<file path="src/rtl/ps2_command_tx.sv">
// ---------------------------------------------------------------------------
// ps2_command_tx
//
// Host-to-device PS/2 command transmitter. It accepts one command byte at a
// time and sends it to a PS/2 device (keyboard/mouse):
//   1. Inhibit: hold PS2_CLK low for INHIBIT_CYCLES clocks.
//   2. Request-to-send: release PS2_CLK and drive PS2_DAT low (start bit).
//   3. The device generates the bit clock. The host changes PS2_DAT on each
//      falling edge: data LSB first, then odd parity, then the stop bit
//      (line released).
//   4. The device drives its ACK bit, which is sampled on the next falling
//      edge.
//   5. The transfer completes once both lines are back high (bus idle).
//
// Both PS/2 lines are open-collector. The *_oe outputs pull a line low when
// they are 1 and release it when they are 0. The raw pin levels come back in
// on ps2_clk_in and ps2_dat_in.
//
// Handshake: a byte is taken on any rising clock edge where
// tx_valid && tx_ready. tx_valid may stay high while tx_ready is low; the
// request is not taken until tx_ready returns. tx_data is captured only on
// the accepting edge.
//
// Optional feature (compile-time macro PS2_TX_TIMEOUT_EN):
//   When the macro is defined, a watchdog starts counting when INHIBIT ends.
//   If it reaches TIMEOUT_CYCLES before WAIT_IDLE completes, the transfer is
//   aborted: both lines are released, tx_timeout pulses, and the block
//   returns to IDLE without tx_done.
//   When the macro is undefined, there is no watchdog and tx_timeout is
//   tied to 0. A device that stalls then keeps the block busy until reset.
//
// Parameters:
//   INHIBIT_CYCLES  clock-inhibit length in clocks (use 3 or more, so the
//                   synchronised falling edge caused by the inhibit itself
//                   is seen while still in INHIBIT and ignored there)
//   TIMEOUT_CYCLES  watchdog limit in clocks (used only with the macro)
//
// Ports:
//   clock        system clock; all logic runs on its rising edge
//   reset        synchronous, active-high reset
//   tx_valid     request to send tx_data
//   tx_data      command byte
//   tx_ready     high only in IDLE, and not in the tx_done cycle
//   busy         high in every state except IDLE
//   tx_done      one-cycle pulse at transfer end
//   tx_ack_err   one-cycle pulse with tx_done when the ACK bit sampled high
//   tx_timeout   one-cycle pulse on watchdog abort
//   ps2_clk_in   raw PS2_CLK level (asynchronous)
//   ps2_dat_in   raw PS2_DAT level (asynchronous)
//   ps2_clk_oe   1 = pull PS2_CLK low
//   ps2_dat_oe   1 = pull PS2_DAT low
//   state_dbg    current FSM state encoding (debug observation)
// ---------------------------------------------------------------------------
module ps2_command_tx #(
    parameter int INHIBIT_CYCLES = 6000,
    parameter int TIMEOUT_CYCLES = 1000000
) (
    input  logic       clock,
    input  logic       reset,
    input  logic       tx_valid,
    input  logic [7:0] tx_data,
    output logic       tx_ready,
    output logic       busy,
    output logic       tx_done,
    output logic       tx_ack_err,
    output logic       tx_timeout,
    input  logic       ps2_clk_in,
    input  logic       ps2_dat_in,
    output logic       ps2_clk_oe,
    output logic       ps2_dat_oe,
    output logic [2:0] state_dbg
);

    // State encoding. START..WAIT_IDLE are numbered consecutively, so the
    // watchdog window can be tested as "not IDLE and not INHIBIT".
    localparam logic [2:0] S_IDLE      = 3'd0;
    localparam logic [2:0] S_INHIBIT   = 3'd1;
    localparam logic [2:0] S_START     = 3'd2;
    localparam logic [2:0] S_DATA      = 3'd3;
    localparam logic [2:0] S_PARITY    = 3'd4;
    localparam logic [2:0] S_STOP      = 3'd5;
    localparam logic [2:0] S_ACK       = 3'd6;
    localparam logic [2:0] S_WAIT_IDLE = 3'd7;

    localparam int INH_W = $clog2(INHIBIT_CYCLES + 1);
    localparam logic [INH_W-1:0] INH_LAST = INH_W'(INHIBIT_CYCLES - 1);

    logic [2:0]       state;

    // Pin synchronisers. Reset values are "idle high", so leaving reset
    // cannot look like a falling edge.
    logic             clk_s1, clk_s2, clk_prev;
    logic             dat_s1, dat_s2;
    logic             clk_fall;

    // Transfer datapath
    logic [7:0]       shreg;      // bit presented next sits at shreg[1]
    logic             parity_q;   // odd parity of the accepted byte
    logic [2:0]       bit_idx;    // data bit currently on the wire
    logic [INH_W-1:0] inh_cnt;
    logic             ack_q;      // ACK level sampled from the device

    logic             clk_oe_q, dat_oe_q;
    logic             done_q, ack_err_q;
    logic             accept;
    logic             bus_idle;

    // -----------------------------------------------------------------------
    // Synchronisers and falling-edge detect
    // -----------------------------------------------------------------------
    always_ff @(posedge clock) begin
        if (reset) begin
            clk_s1   <= 1'b1;
            clk_s2   <= 1'b1;
            clk_prev <= 1'b1;
            dat_s1   <= 1'b1;
            dat_s2   <= 1'b1;
        end else begin
            clk_s1   <= ps2_clk_in;
            clk_s2   <= clk_s1;
            clk_prev <= clk_s2;
            dat_s1   <= ps2_dat_in;
            dat_s2   <= dat_s1;
        end
    end

    assign clk_fall = clk_prev & ~clk_s2;
    assign bus_idle = clk_s2 & dat_s2;

    // tx_ready is held low in the tx_done cycle. This guarantees at least
    // one IDLE cycle between back-to-back transfers.
    assign tx_ready = (state == S_IDLE) && !done_q;
    assign busy     = (state != S_IDLE);
    assign accept   = tx_valid && tx_ready;

`ifdef PS2_TX_TIMEOUT_EN
    localparam int WD_W = $clog2(TIMEOUT_CYCLES + 1);
    localparam logic [WD_W-1:0] WD_LAST = WD_W'(TIMEOUT_CYCLES - 1);

    logic [WD_W-1:0] wd_cnt;
    logic            wd_expire;
    logic            timeout_q;

    // The watchdog runs from INHIBIT exit (START entry) through WAIT_IDLE.
    // A transfer that completes on the expiry edge itself is not aborted.
    assign wd_expire = (state != S_IDLE) && (state != S_INHIBIT)
                       && (wd_cnt == WD_LAST)
                       && !((state == S_WAIT_IDLE) && bus_idle);
    assign tx_timeout = timeout_q;
`else
    assign tx_timeout = 1'b0;
`endif

    // -----------------------------------------------------------------------
    // Transmit FSM. The line-drive flops are updated on the same edge as the
    // state, so each *_oe output is a clean register output.
    // -----------------------------------------------------------------------
    always_ff @(posedge clock) begin
        if (reset) begin
            state     <= S_IDLE;
            shreg     <= 8'h00;
            parity_q  <= 1'b0;
            bit_idx   <= 3'd0;
            inh_cnt   <= '0;
            ack_q     <= 1'b0;
            clk_oe_q  <= 1'b0;
            dat_oe_q  <= 1'b0;
            done_q    <= 1'b0;
            ack_err_q <= 1'b0;
`ifdef PS2_TX_TIMEOUT_EN
            wd_cnt    <= '0;
            timeout_q <= 1'b0;
`endif
        end else begin
            done_q    <= 1'b0;
            ack_err_q <= 1'b0;

            case (state)
                S_IDLE: begin
                    clk_oe_q <= 1'b0;
                    dat_oe_q <= 1'b0;
                    if (accept) begin
                        shreg    <= tx_data;
                        parity_q <= ~^tx_data;
                        inh_cnt  <= '0;
                        clk_oe_q <= 1'b1;
                        state    <= S_INHIBIT;
                    end
                end

                S_INHIBIT: begin
                    if (inh_cnt == INH_LAST) begin
                        // Request-to-send: release the clock, drive the
                        // start bit (0).
                        clk_oe_q <= 1'b0;
                        dat_oe_q <= 1'b1;
                        state    <= S_START;
                    end else begin
                        inh_cnt <= inh_cnt + INH_W'(1);
                    end
                end

                S_START: begin
                    if (clk_fall) begin
                        dat_oe_q <= ~shreg[0];
                        bit_idx  <= 3'd0;
                        state    <= S_DATA;
                    end
                end

                S_DATA: begin
                    if (clk_fall) begin
                        if (bit_idx == 3'd7) begin
                            dat_oe_q <= ~parity_q;
                            state    <= S_PARITY;
                        end else begin
                            dat_oe_q <= ~shreg[1];
                            shreg    <= {1'b0, shreg[7:1]};
                            bit_idx  <= bit_idx + 3'd1;
                        end
                    end
                end

                S_PARITY: begin
                    if (clk_fall) begin
                        dat_oe_q <= 1'b0;   // stop bit: line released
                        state    <= S_STOP;
                    end
                end

                S_STOP: begin
                    if (clk_fall) begin
                        state <= S_ACK;
                    end
                end

                S_ACK: begin
                    if (clk_fall) begin
                        ack_q <= dat_s2;
                        state <= S_WAIT_IDLE;
                    end
                end

                S_WAIT_IDLE: begin
                    if (bus_idle) begin
                        done_q    <= 1'b1;
                        ack_err_q <= ack_q;
                        state     <= S_IDLE;
                    end
                end

                default: begin
                    clk_oe_q <= 1'b0;
                    dat_oe_q <= 1'b0;
                    state    <= S_IDLE;
                end
            endcase

`ifdef PS2_TX_TIMEOUT_EN
            timeout_q <= 1'b0;
            if (state == S_INHIBIT) begin
                wd_cnt <= '0;
            end else if (state != S_IDLE) begin
                wd_cnt <= wd_cnt + WD_W'(1);
            end
            // Abort takes priority over any bit-clock progress this cycle.
            if (wd_expire) begin
                clk_oe_q  <= 1'b0;
                dat_oe_q  <= 1'b0;
                done_q    <= 1'b0;
                ack_err_q <= 1'b0;
                timeout_q <= 1'b1;
                state     <= S_IDLE;
            end
`endif
        end
    end

    assign tx_done    = done_q;
    assign tx_ack_err = ack_err_q;
    assign ps2_clk_oe = clk_oe_q;
    assign ps2_dat_oe = dat_oe_q;
    assign state_dbg  = state;

endmodule

</file>
<file path="config.mk">
export PLATFORM = sky130hd
export DESIGN_NAME = ps2_command_tx
export DESIGN_NICKNAME = d
export VERILOG_FILES = /design/src/rtl/ps2_command_tx.sv
export SDC_FILE = /design/constraint.sdc
export NUM_CORES = 1
export LEC_CHECK = 0
export ABC_AREA = 1
export CAP_MARGIN = 0
export CORE_ASPECT_RATIO = 1.25
export CORE_MARGIN = 3
export CORE_UTILIZATION = 30
export CTS_BUF_LIST = sky130_fd_sc_hd__clkbuf_2
export DETAILED_ROUTE_END_ITERATION = 7
export PLACE_DENSITY = 0.58
export SLEW_MARGIN = 10
export SYNTH_ARGS = -nofsm -noshare
export SYNTH_HDL_FRONTEND = slang
export SYNTH_SLANG_ARGS = --single-unit
</file>
<file path="constraint.sdc">
create_clock -name clock -period 3.3 [get_ports clock]
set_clock_uncertainty 0.15 [all_clocks]
set_input_delay 0.495 -clock clock [delete_from_list [all_inputs] [get_ports clock]]
set_output_delay 0.495 -clock clock [all_outputs]
set_load 0.01 [all_outputs]
</file>
Word level (Yosys, flattened, before mapping). Cells that the tools add are included.

Flip-flop bits (word level): 38. Input port bits: 13. Output and inout port bits: 10. Logic and storage cells: 96.

$add $sub $neg: 2. Equal/unequal tests: 20. Mux-type cells: 31. Bitwise gates (word level): 8. Reductions and logical operators: 20.

Operator list (number): two-way mux 3 bit (12); two-way mux 13 bit (2); case mux 13 bit (2 select lines) (1); two-way mux 8 bit (3); case mux 3 bit (8 select lines) (1); inequality test 2 bit (second input constant) (11); case mux 8 bit (2 select lines) (1); == test 3 bit (second input constant) (5); adder 13 x 1 -> 13 bit (second input constant) (1); == test 13 bit (second input constant) (1); AND reduction 9 bit (1); two-way mux 1 bit (8); AND reduction 4 bit (2); XNOR reduction 8 bit (1); == test 3 x 2 -> 1 bit (second input constant) (2); NOT 1 bit (6); case mux 3 bit (2 select lines) (1); AND reduction 2 bit (3); nonzero test 2 bit (3); case mux 1 bit (5 select lines) (1); AND reduction 5 bit (1); nonzero test 5 bit (1); adder 3 x 1 -> 3 bit (second input constant) (1); == test 3 x 1 -> 1 bit (second input constant) (1); other kinds (9) (11).

Depth between registers and ports, before layout. Gate-level depths: netlist of run 1.

Depth in word-level cells: 5. Depth in mapped cells: 10. Depth with buffers taken out: 10.

Worst setup path after synthesis of run 1. No wires, ideal clock.

Path kind: reg-to-reg. Start point: register inh_cnt[0]. End point: register inh_cnt[7]. Setup time: 0.115 ns. Arrival time: 1.472 ns. Required time: 3.035 ns. Path slack: 1.563 ns. Stages on the path, launching flop included: 10. Path buffers: 1. Period minus slack after synthesis: 1.737 ns. Path through: dfxtp_1 > ha_1 > nand3_1 > nor2_1 > nand3_1 > nand2_2 > nand2_2 > buf_4 > a21oi_1 > nor2_1.

Longest elaborated chain between the ends: 3. Elaborated cells on any way between the ends: 6. Classes of those cells: 1 x add/sub; 2 x eq/ne; 2 x mux; 1 x reduce/logical.

RTL lines: start, declared (line 100) `logic [INH_W-1:0] inh_cnt;`; start signal, assigned (line 199) `inh_cnt <= inh_cnt + INH_W'(1);`; adder 13 x 1 -> 13 bit / == test 13 bit (equally long branches) (line 199, 192); two-way mux 13 bit / inequality test 2 bit (equally long branches); case mux 13 bit (2 select lines) / AND reduction 3 bit (equally long branches).

Parallel ways exist; a longest one is shown, timed or not. The select of a mux whose other input is x is not followed. A chain may end at the register's enable or synchronous reset.

Final worst setup path of run 1.
Start point: register state[0], in the netlist state_dbg[0]. End point: output port tx_ready.

Longest elaborated chain between the ends: 2.

RTL lines: start, declared (line 88) `logic [2:0] state;`; start signal, assigned (line 160) `state <= S_IDLE;`; start signal, assigned (line 187) `state <= S_INHIBIT;`; start signal, assigned (line 197) `state <= S_START;`; logical NOT 3 bit (line 132) `assign tx_ready = (state == S_IDLE) && !done_q;`; logical AND 1 bit (line 132); end, declared (line 62) `output logic tx_ready,`.

Every way passes these cells.

==> reports/metrics.csv, run 1 <==
metric,value,unit
fmax,0.4152,GHz
worst path required time,2.65,ns
Final ANT Viol Nets,0,
Pwr Total,1533,uW
"Seq/Total Area, Yosys",36.21,%
DRT Pass-1 Iters,4,
area share of the largest cell type after synthesis,36.21,%
Die ar.,0.008049,sq mm
GRT Resource Usage Total,12.64,%
area of the mapped netlist,0.002101,sq mm
pin count of the biggest net entering global routing,18,
Worst Path Max Fanout,7,
Initial DRC Count,65,
Final Net Count,353,
post-CTS setup buffer count,0,
final hold violation count,0,
first-pass GRT wire length,8155,um
min Tclk post-route,2.408,ns
most frequent cells in the layout,"nand2_1, nor2_1, dfxtp_1",
fraction of registers with async set/reset,0,%
# hold bufs at CTS,0,
filler cell count,706,
total grt overflow,0,
Peak supply drop,0.0002052,V
DRC violations left,0,
CTS Sinks,38,
Worst setup EP type,output pin,
Synth area leaders,"dfxtp_1, nand2_1, nor2_1, nand3_1, inv_1",
Post-synth EDFFs,0,
Clock Tree Root,clkbuf_2,
Synth Register Bits,38,
syn nets,333,
Cell Rows,33,
die height,99.56,um
CORE AREA,0.006689,sq mm
final setup violation count,0,
H-tree levels,2,
last weighted congestion value of the routability-driven placer,0.8477,
I/O pins,23,
Area Overhead vs Synth,17.21,%
Initial Utilization,31.41,%
Max Cap Violations,0,
"CTS clk-pin slew, worst paths",0.19,ns
status,"finished, final reports clean",
post-CTS resize count,0,
Mapped Cells,317,
CTS tree,built,
Synth area leader,dfxtp_1,
crit start category,register,
Avg Vias per Cell,4.631,
initial antenna violation count,0,
total CTS buffers,5,
period utilisation layout,72.98,%
setup TNS,0,ns
worst hold path type,register to register,
Crit Path Class,register to output pin,
P_leak,0.001008,uW
synth unique cells,31,
Clock Path Buffers,2,
final wirelength,4541,um
Slew @ Worst Pin,0.5541,ns
Synthesis Warnings,0,
wire per inst,10.68,um
Rel. slew slack,63.02,%
PwrDens,622.4,mW/mm^2
via count,1968,
syn_area_per_cell,6.627,sq um
RSZ-0062 raised after global routing,no,
vias in the first global route,1893,
Clock Latency Late Sink,0.38,ns
Max Slew Vio Count,0,
post-detail-place hpwl,3415,um
layout cells sized above 1,7.396,%
"Arr. time, crit path",1.76,ns
"most common cell after layout, fill and taps aside",nand2_1,
most common flop cell mapped by yosys,dfxtp_1,
Die W,80.85,um
IO buf count,21,
antenna fix cells,0,
==> critical path, cell delays in order, from the launching register on <==
cell	delay, ns
dfxtp_1	0.45
inv_2	0.20
nand2_4	0.09
nor2_4	0.11
clkdlybuf4s50_1	0.55
==> where the power goes <==
part	internal [uW]	leakage, uW	total, uW	switching, uW
sequential	527	0.000310	577	50.5
combinational	222	0.000647	603	380
clock	202	0.0000506	353	151
total	951	0.00101	1530	582
==> final cells by class <==
type | instances | area [sq um] | area share [%]
Multi-Input combinational cell | 239 | 1170 | 47.51
Timing Repair Buffer | 22 | 217.7 | 8.841
Tap cell | 87 | 108.9 | 4.421
Clock buffer | 5 | 25.02 | 1.016
Inverter | 31 | 116.4 | 4.726
Clock inverter | 3 | 63.81 | 2.591
Sequential cell | 38 | 760.7 | 30.89
==> logic make-up (layout without fill, tap and decap cells) <==
family / count (synthesis) / after routing / share of synthesized area (%)
and+or+nand+nor: 188 / 188 / 40.26
buffers and inverters: 40 / 61 / 8.100
AOI/OAI and AO/OA: 39 / 39 / 10.13
DFF: 38 / 38 / 36.21
xor gates and xnor gates: 8 / 8 / 3.335
adders and majority gates: 3 / 3 / 1.787
other: 1 / 1 / 0.1785
==> synth_stat cells (all sizes together) (2+ instances only) <==
library cell	instances
or2	4
clkbuf	2
dfxtp	38
nand2	95
nor3	3
inv	31
ha	3
nor2	49
a21oi	21
xor2	3
o21ai	12
nand3	28
nand4	8
buf	7
xnor2	5
==> routing by layer <==
metal	global-route usage, %	share of wire, %	up-vias
met5	0	0	-
met4	7.282	2.5	0
met3	2.808	2.9	9
met2	21.13	50	29
met1	14.58	45	874
li1	-	-	1056
==> state kept, by name (all words and copies together) (netlist names) <==
name	count
ack_q	1
ps2_clk_oe	1
dat_s1	1
inh_cnt	13
shreg	8
clk_prev	1
clk_s1	1
tx_ack_err	1
tx_done	1
state_dbg	3
parity_q	1
ps2_dat_oe	1
clk_s2	1
dat_s2	1
bit_idx	3
==> path summary, 6_finish.rpt <==
kind	from	to	slack, ns	depth (start not counted)
setup / recovery	state_dbg[0]$_SDFFE_PP0P_	tx_ready	0.89	4
hold / removal	dat_s1$_SDFF_PP1_	dat_s2$_SDFF_PP1_	0.29	1
setup reg to reg	inh_cnt[0]$_SDFFE_PP0P_	inh_cnt[4]$_SDFFE_PP0P_	1.15	8
hold reg to reg	dat_s1$_SDFF_PP1_	dat_s2$_SDFF_PP1_	0.29	1
==> per-stage QoR <==
step / instance area, sq um / instances / hold WS [ns] / util [%] / setup slack [ns]
after floorplan: 2101 / 317 / 0.2395 / - / 1.563
after global placement: 2374 / 417 / 0.2410 / 35.48 / 1.190
after detailed placement: 2374 / 417 / 0.2461 / 35.48 / 1.160
after CTS: 2462 / 425 / 0.2916 / 36.81 / 0.8410
after global routing: 2462 / 425 / 0.3089 / 36.81 / 0.7648
final: 2462 / 425 / 0.2861 / 36.81 / 0.8916
(Power assumes the default switching activity.)
==> run 2, diff against run 1 <==
==> constraint.sdc (replaced) <==
create_clock -name clock -period 2.5 [get_ports clock]
set_clock_uncertainty 0.15 [all_clocks]
set_input_delay 0.375 -clock clock [delete_from_list [all_inputs] [get_ports clock]]
set_output_delay 0.375 -clock clock [all_outputs]
set_load 0.01 [all_outputs]
==> reports/metrics.csv, run 2 (synthesized netlist as in run 1, its figures left out) <==
metric,value,unit,change
worst path required time,1.98,ns,-0.67 ns
Worst R2R Path Depth,8,,unchanged
H-tree levels,2,,unchanged
CORE AREA,0.006689,sq mm,unchanged
min Tclk post-route,2.324,ns,
via count,2004,,+1.8%
Hold Crit Depth,1,,unchanged
post-detail-place hpwl,3616,um,+5.9%
# hold bufs at CTS,0,,unchanged
Peak supply drop,0.0002435,V,+19%
antenna fix cells,0,,unchanged
"Cell Chain, Critical Path",inv_2 > nand2_4 > nor2_4 > clkdlybuf4s50_1,,
crit start category,register,,
CP peak stage delay,0.54,ns,about the same
post-CTS setup buffer count,0,,unchanged
die height,99.56,um,unchanged
final wirelength,4776,um,+5.2%
final setup violation count,0,,unchanged
period utilisation layout,92.95,%,
Largest Register,inh_cnt,,
max reg flops,13,,unchanged
Worst Path Buf+Inv,2,,unchanged
Cell Rows,33,,unchanged
IO buf count,21,,unchanged
Initial Utilization,31.41,%,unchanged
Max Cap Violations,0,,unchanged
last weighted congestion value of the routability-driven placer,0.8520,,+0.51%
worst hold path type,register to register,,
first-pass GRT wire length,8010,um,-1.8%
initial antenna violation count,0,,unchanged
Worst Path Max Fanout,7,,unchanged
fmax,0.4304,GHz,
cell at the slowest stage of the critical path,clkdlybuf4s50_1,,
most frequent cells in the layout,"nand2_1, nor2_1, dfxtp_1",,
pin count of the biggest net entering global routing,18,,unchanged
CTS tree,built,,
Crit. path cell count,4,,unchanged
vias in the first global route,1800,,-4.9%
RSZ-0062 raised after global routing,no,,
Crit Path Class,register to output pin,,
"CTS clk-pin slew, worst paths",0.22,ns,+0.03 ns
Final ANT Viol Nets,0,,unchanged
DRT Pass-1 Iters,6,,+2
P_leak,0.0009913,uW,-1.7%
total grt overflow,0,,unchanged
status,"finished, final reports clean",,
Top Registers,"inh_cnt: 13 flops, shreg: 8 flops",,
final hold violation count,0,,unchanged
Clock Path Buffers,2,,unchanged
Final Net Count,354,,+0.28%
"CP delay by family, top",buffers and inverters,,
Die ar.,0.008049,sq mm,unchanged
Area Overhead vs Synth,15.55,%,
Pwr Total,1852,uW,+21%
I/O pins,23,,unchanged
post-CTS resize count,0,,unchanged
setup TNS,0,ns,unchanged
Worst setup EP type,output pin,,
Initial DRC Count,104,,+60%
"Arr. time, crit path",1.80,ns,+0.04 ns
GRT Resource Usage Total,12.52,%,-0.13 points
Avg Vias per Cell,4.704,,+1.6%
DRC violations left,0,,unchanged
Max Slew Vio Count,0,,unchanged
Clock Latency Late Sink,0.40,ns,+0.02 ns
wire per inst,11.21,um,+4.9%
total CTS buffers,5,,unchanged
layout cells sized above 1,7.965,%,+0.57 points
Clock Tree Root,clkbuf_2,,
CTS Sinks,38,,unchanged
Die W,80.85,um,unchanged
"most common cell after layout, fill and taps aside",nand2_1,,
PwrDens,763.0,mW/mm^2,+23%
==> run 2: cell types whose count changed in the layout (fill, tap and decap cells not counted) <==
cell        change
clkinv_4        +1
bufinv_16       -2
clkinvlp_4      +1
clkinv_2        +1
buf_4           +1
clkinv_1        -1
==> run 2: worst reg2reg max path, stage by stage, from the launching register on <==
cell and delay (ns):
dfxtp_1 0.49, ha_1 0.32, nand3_1 0.12, nor2_1 0.11, nand3_1 0.16, nand2_2 0.27, nand2_2 0.23, a21oi_1 0.18
nor2_1 0.06
==> run 2: per-layer routing <==
layer  GRT usage [%]  wire, um
met5               0         0
met4           5.072        53
met3           2.446       137
met2           22.33      2525
met1           14.31      2060
==> run 2: power breakdown <==
group | internal [uW] | leakage, uW | switching (uW)
Combinational | 295 | 0.000652 | 498
Clock | 68.8 | 0.0000289 | 227
Sequential | 695 | 0.000310 | 69.0
Total | 1060 | 0.000991 | 793
==> run 2: final timing paths <==
check | startpoint | end | slack [ns]
setup / recovery | state_dbg[0]$_SDFFE_PP0P_ | tx_ready | 0.18
hold / removal | clk_s1$_SDFF_PP1_ | clk_s2$_SDFF_PP1_ | 0.29
setup reg to reg | inh_cnt[0]$_SDFFE_PP0P_ | inh_cnt[4]$_SDFFE_PP0P_ | 0.32
hold reg to reg | clk_s1$_SDFF_PP1_ | clk_s2$_SDFF_PP1_ | 0.29
==> run 2: through the flow <==
| stage | setup WS (ns) | area [sq um] | instances | utilization, % | hold slack, ns |
|---|---|---|---|---|---|
| floorplan | 0.7626 | 2101 | 317 | - | 0.2395 |
| global placement | 0.4519 | 2381 | 418 | 35.60 | 0.2432 |
| detailed placement | 0.3915 | 2381 | 418 | 35.60 | 0.2437 |
| CTS | 0.1446 | 2427 | 426 | 36.29 | 0.2917 |
| global route | 0.01792 | 2427 | 426 | 36.29 | 0.3056 |
| finish | 0.1763 | 2427 | 426 | 36.29 | 0.2894 |
==> run 2: layout make-up <==
cell class | count | area (sq um)
repair buffers | 23 | 225.2
inverters | 31 | 116.4
well taps | 87 | 108.9
clock inverters | 3 | 21.27
fillers | 776 | 4262
flip-flops and latches | 38 | 760.7
clock buffers | 5 | 25.02
multi-input cells | 239 | 1170
==> run 3, diff against run 2 <==
--- a/config.mk
+++ b/config.mk
@@ -12,8 +12,6 @@
 export CORE_UTILIZATION = 30
 export CTS_BUF_LIST = sky130_fd_sc_hd__clkbuf_2
 export DETAILED_ROUTE_END_ITERATION = 7
-export PLACE_DENSITY = 0.58
-export SLEW_MARGIN = 10
 export SYNTH_ARGS = -nofsm -noshare
 export SYNTH_HDL_FRONTEND = slang
 export SYNTH_SLANG_ARGS = --single-unit
==> constraint.sdc (replaced) <==
create_clock -name clock -period 2.1 [get_ports clock]
set_clock_uncertainty 0.15 [all_clocks]
set_input_delay 0.315 -clock clock [delete_from_list [all_inputs] [get_ports clock]]
set_output_delay 0.315 -clock clock [all_outputs]
set_load 0.01 [all_outputs]
==> reports/metrics.csv, run 3 (synthesized netlist as in run 1, its figures left out) <==
metric,value,unit,change
FF-to-FF Start,inh_cnt[1]$_SDFFE_PP0P_,,
status,"finished, final reports clean",,
worst hold slack,0.2910,ns,+0.001542 ns
first-pass GRT wire length,8093,um,+1.0%
Worst Path Max Fanout,7,,unchanged
Max Cap Violations,0,,unchanged
most frequent cells in the layout,"nand2_1, nor2_1, dfxtp_1",,
CORE AREA,0.006689,sq mm,unchanged
Cell Rows,33,,unchanged
Area Overhead vs Synth,18.05,%,
Clock Tree Root,clkbuf_2,,
Worst R2R Path Depth,8,,unchanged
Die W,80.85,um,unchanged
I/O pins,23,,unchanged
Hold Crit Start,dat_s1$_SDFF_PP1_,,
pre-CTS setup slack,0.3080,ns,-0.08345 ns
final setup violation count,0,,unchanged
Initial DRC Count,120,,+15%
Top Registers,"inh_cnt: 13 flops, shreg: 8 flops",,
Initial Utilization,31.41,%,unchanged
RSZ-0062 raised after global routing,no,,
Setup crit start,state_dbg[0]$_SDFFE_PP0P_,,
Final Net Count,360,,+1.7%
Layout Utilization,37.07,%,+0.79 points
"Cell Chain, Critical Path",inv_4 > nand2_4 > clkdlybuf4s50_1,,
IO buf count,21,,unchanged
CP peak stage delay,0.54,ns,about the same
final wirelength,4733,um,-0.90%
final setup margin,0.1118,ns,-0.06450 ns
final hold violation count,0,,unchanged
antenna fix cells,0,,unchanged
total grt overflow,0,,unchanged
P_leak,0.001022,uW,+3.1%
Largest Register,inh_cnt,,
PwrDens,904.7,mW/mm^2,+19%
Crit Path Class,register to output pin,,
Max Slew Vio Count,0,,unchanged
CTS tree,built,,
layout cells sized above 1,10.14,%,+2.2 points
H-tree levels,2,,unchanged
Clock Latency Late Sink,0.41,ns,about the same
Worst R2R Setup Slack,0.28,ns,-0.04 ns
initial antenna violation count,0,,unchanged
total CTS buffers,5,,unchanged
last weighted congestion value of the routability-driven placer,0.8624,,+1.2%
Clock Path Buffers,2,,unchanged
crit start category,register,,
worst path required time,1.63,ns,-0.35 ns
"CTS clk-pin slew, worst paths",0.21,ns,about the same
"Arr. time, crit path",1.52,ns,-0.28 ns
max reg flops,13,,unchanged
fmax,0.5030,GHz,
vias in the first global route,1816,,+0.89%
min Tclk post-route,1.988,ns,
wire per inst,10.96,um,-2.3%
"most common cell after layout, fill and taps aside",nand2_1,,
reg2reg end,inh_cnt[2]$_SDFFE_PP0P_,,
worst hold path type,register to register,,
period utilisation layout,94.68,%,
setup TNS,0,ns,unchanged
Peak supply drop,0.0002728,V,+12%
cell at the slowest stage of the critical path,clkdlybuf4s50_1,,
Avg Vias per Cell,4.593,,-2.4%
CTS Sinks,38,,unchanged
Final ANT Viol Nets,0,,unchanged
Die ar.,0.008049,sq mm,unchanged
pin count of the biggest net entering global routing,17,,-1
Worst setup EP type,output pin,,
DRC violations left,0,,unchanged
DRT Pass-1 Iters,4,,-2
crit path to,busy,,
GRT Resource Usage Total,12.69,%,+0.17 points
die height,99.56,um,unchanged
post-detail-place hpwl,3577,um,-1.1%
via count,1984,,-1.0%
run 3: cell types whose count changed in the layout (fill, tap and decap cells not counted), sizes merged:
cell	change
dlygate4sd2	+1
buf	+6
clkdlybuf4s50	-1
run 3: routing by layer:
layer / GRT usage, % / vias up / routed length (um)
met1: 15.27 / 881 / 2128
met2: 21.00 / 24 / 2338
li1: - / 1067 / -
met4: 6.762 / 0 / 163
met5: 0 / - / 0
met3: 2.446 / 12 / 102
run 3: worst min path at each step:
stage,depth (start not counted),endpoint
after global placement,1,dat_s2$_SDFF_PP1_
after detailed placement,1,dat_s2$_SDFF_PP1_
final,1,dat_s2$_SDFF_PP1_
after floorplan,1,clk_s2$_SDFF_PP1_
after CTS,2,dat_s1$_SDFF_PP1_
after global routing,2,dat_s1$_SDFF_PP1_
run 3: repair_timing:
action,4_1_cts,5_1_grt
hold buffers,0,0
setup endpoints to repair,2,1
buffers inserted,1,2
gates resized for setup,8,0
run 3: report_power, final:
group | leakage, uW | internal (uW) | switching [uW]
Sequential | 0.000312 | 835 | 62.3
Combinational | 0.000684 | 382 | 629
Clock | 0.0000264 | 76.0 | 259
run 3: area by class of cell:
type | instances | area (sq um)
Timing Repair Buffer | 29 | 269.0
Multi-Input combinational cell | 239 | 1170
Clock inverter | 3 | 16.27
Inverter | 31 | 118.9
Clock buffer | 5 | 25.02
Tap cell | 87 | 108.9
Fill cell | 761 | 4209
Sequential cell | 38 | 772.0
run 3: critical path: cells and delay by family, from the launching register on:
kind | cells | cell delay [ns]
buf+inv | 2 | 0.61
flops | 1 | 0.43
simple gates | 1 | 0.09
run 3: per-stage QoR:
stage          total power (uW)  cell area, sq um  instances
3_3_place_gp               1906              2404        421
4_1_cts                    2264              2465        430
3_5_place_dp               1910              2404        421
6_report                   2244              2480        432
2_1_floorplan              1652              2101        317
5_1_grt                    2440              2480        432
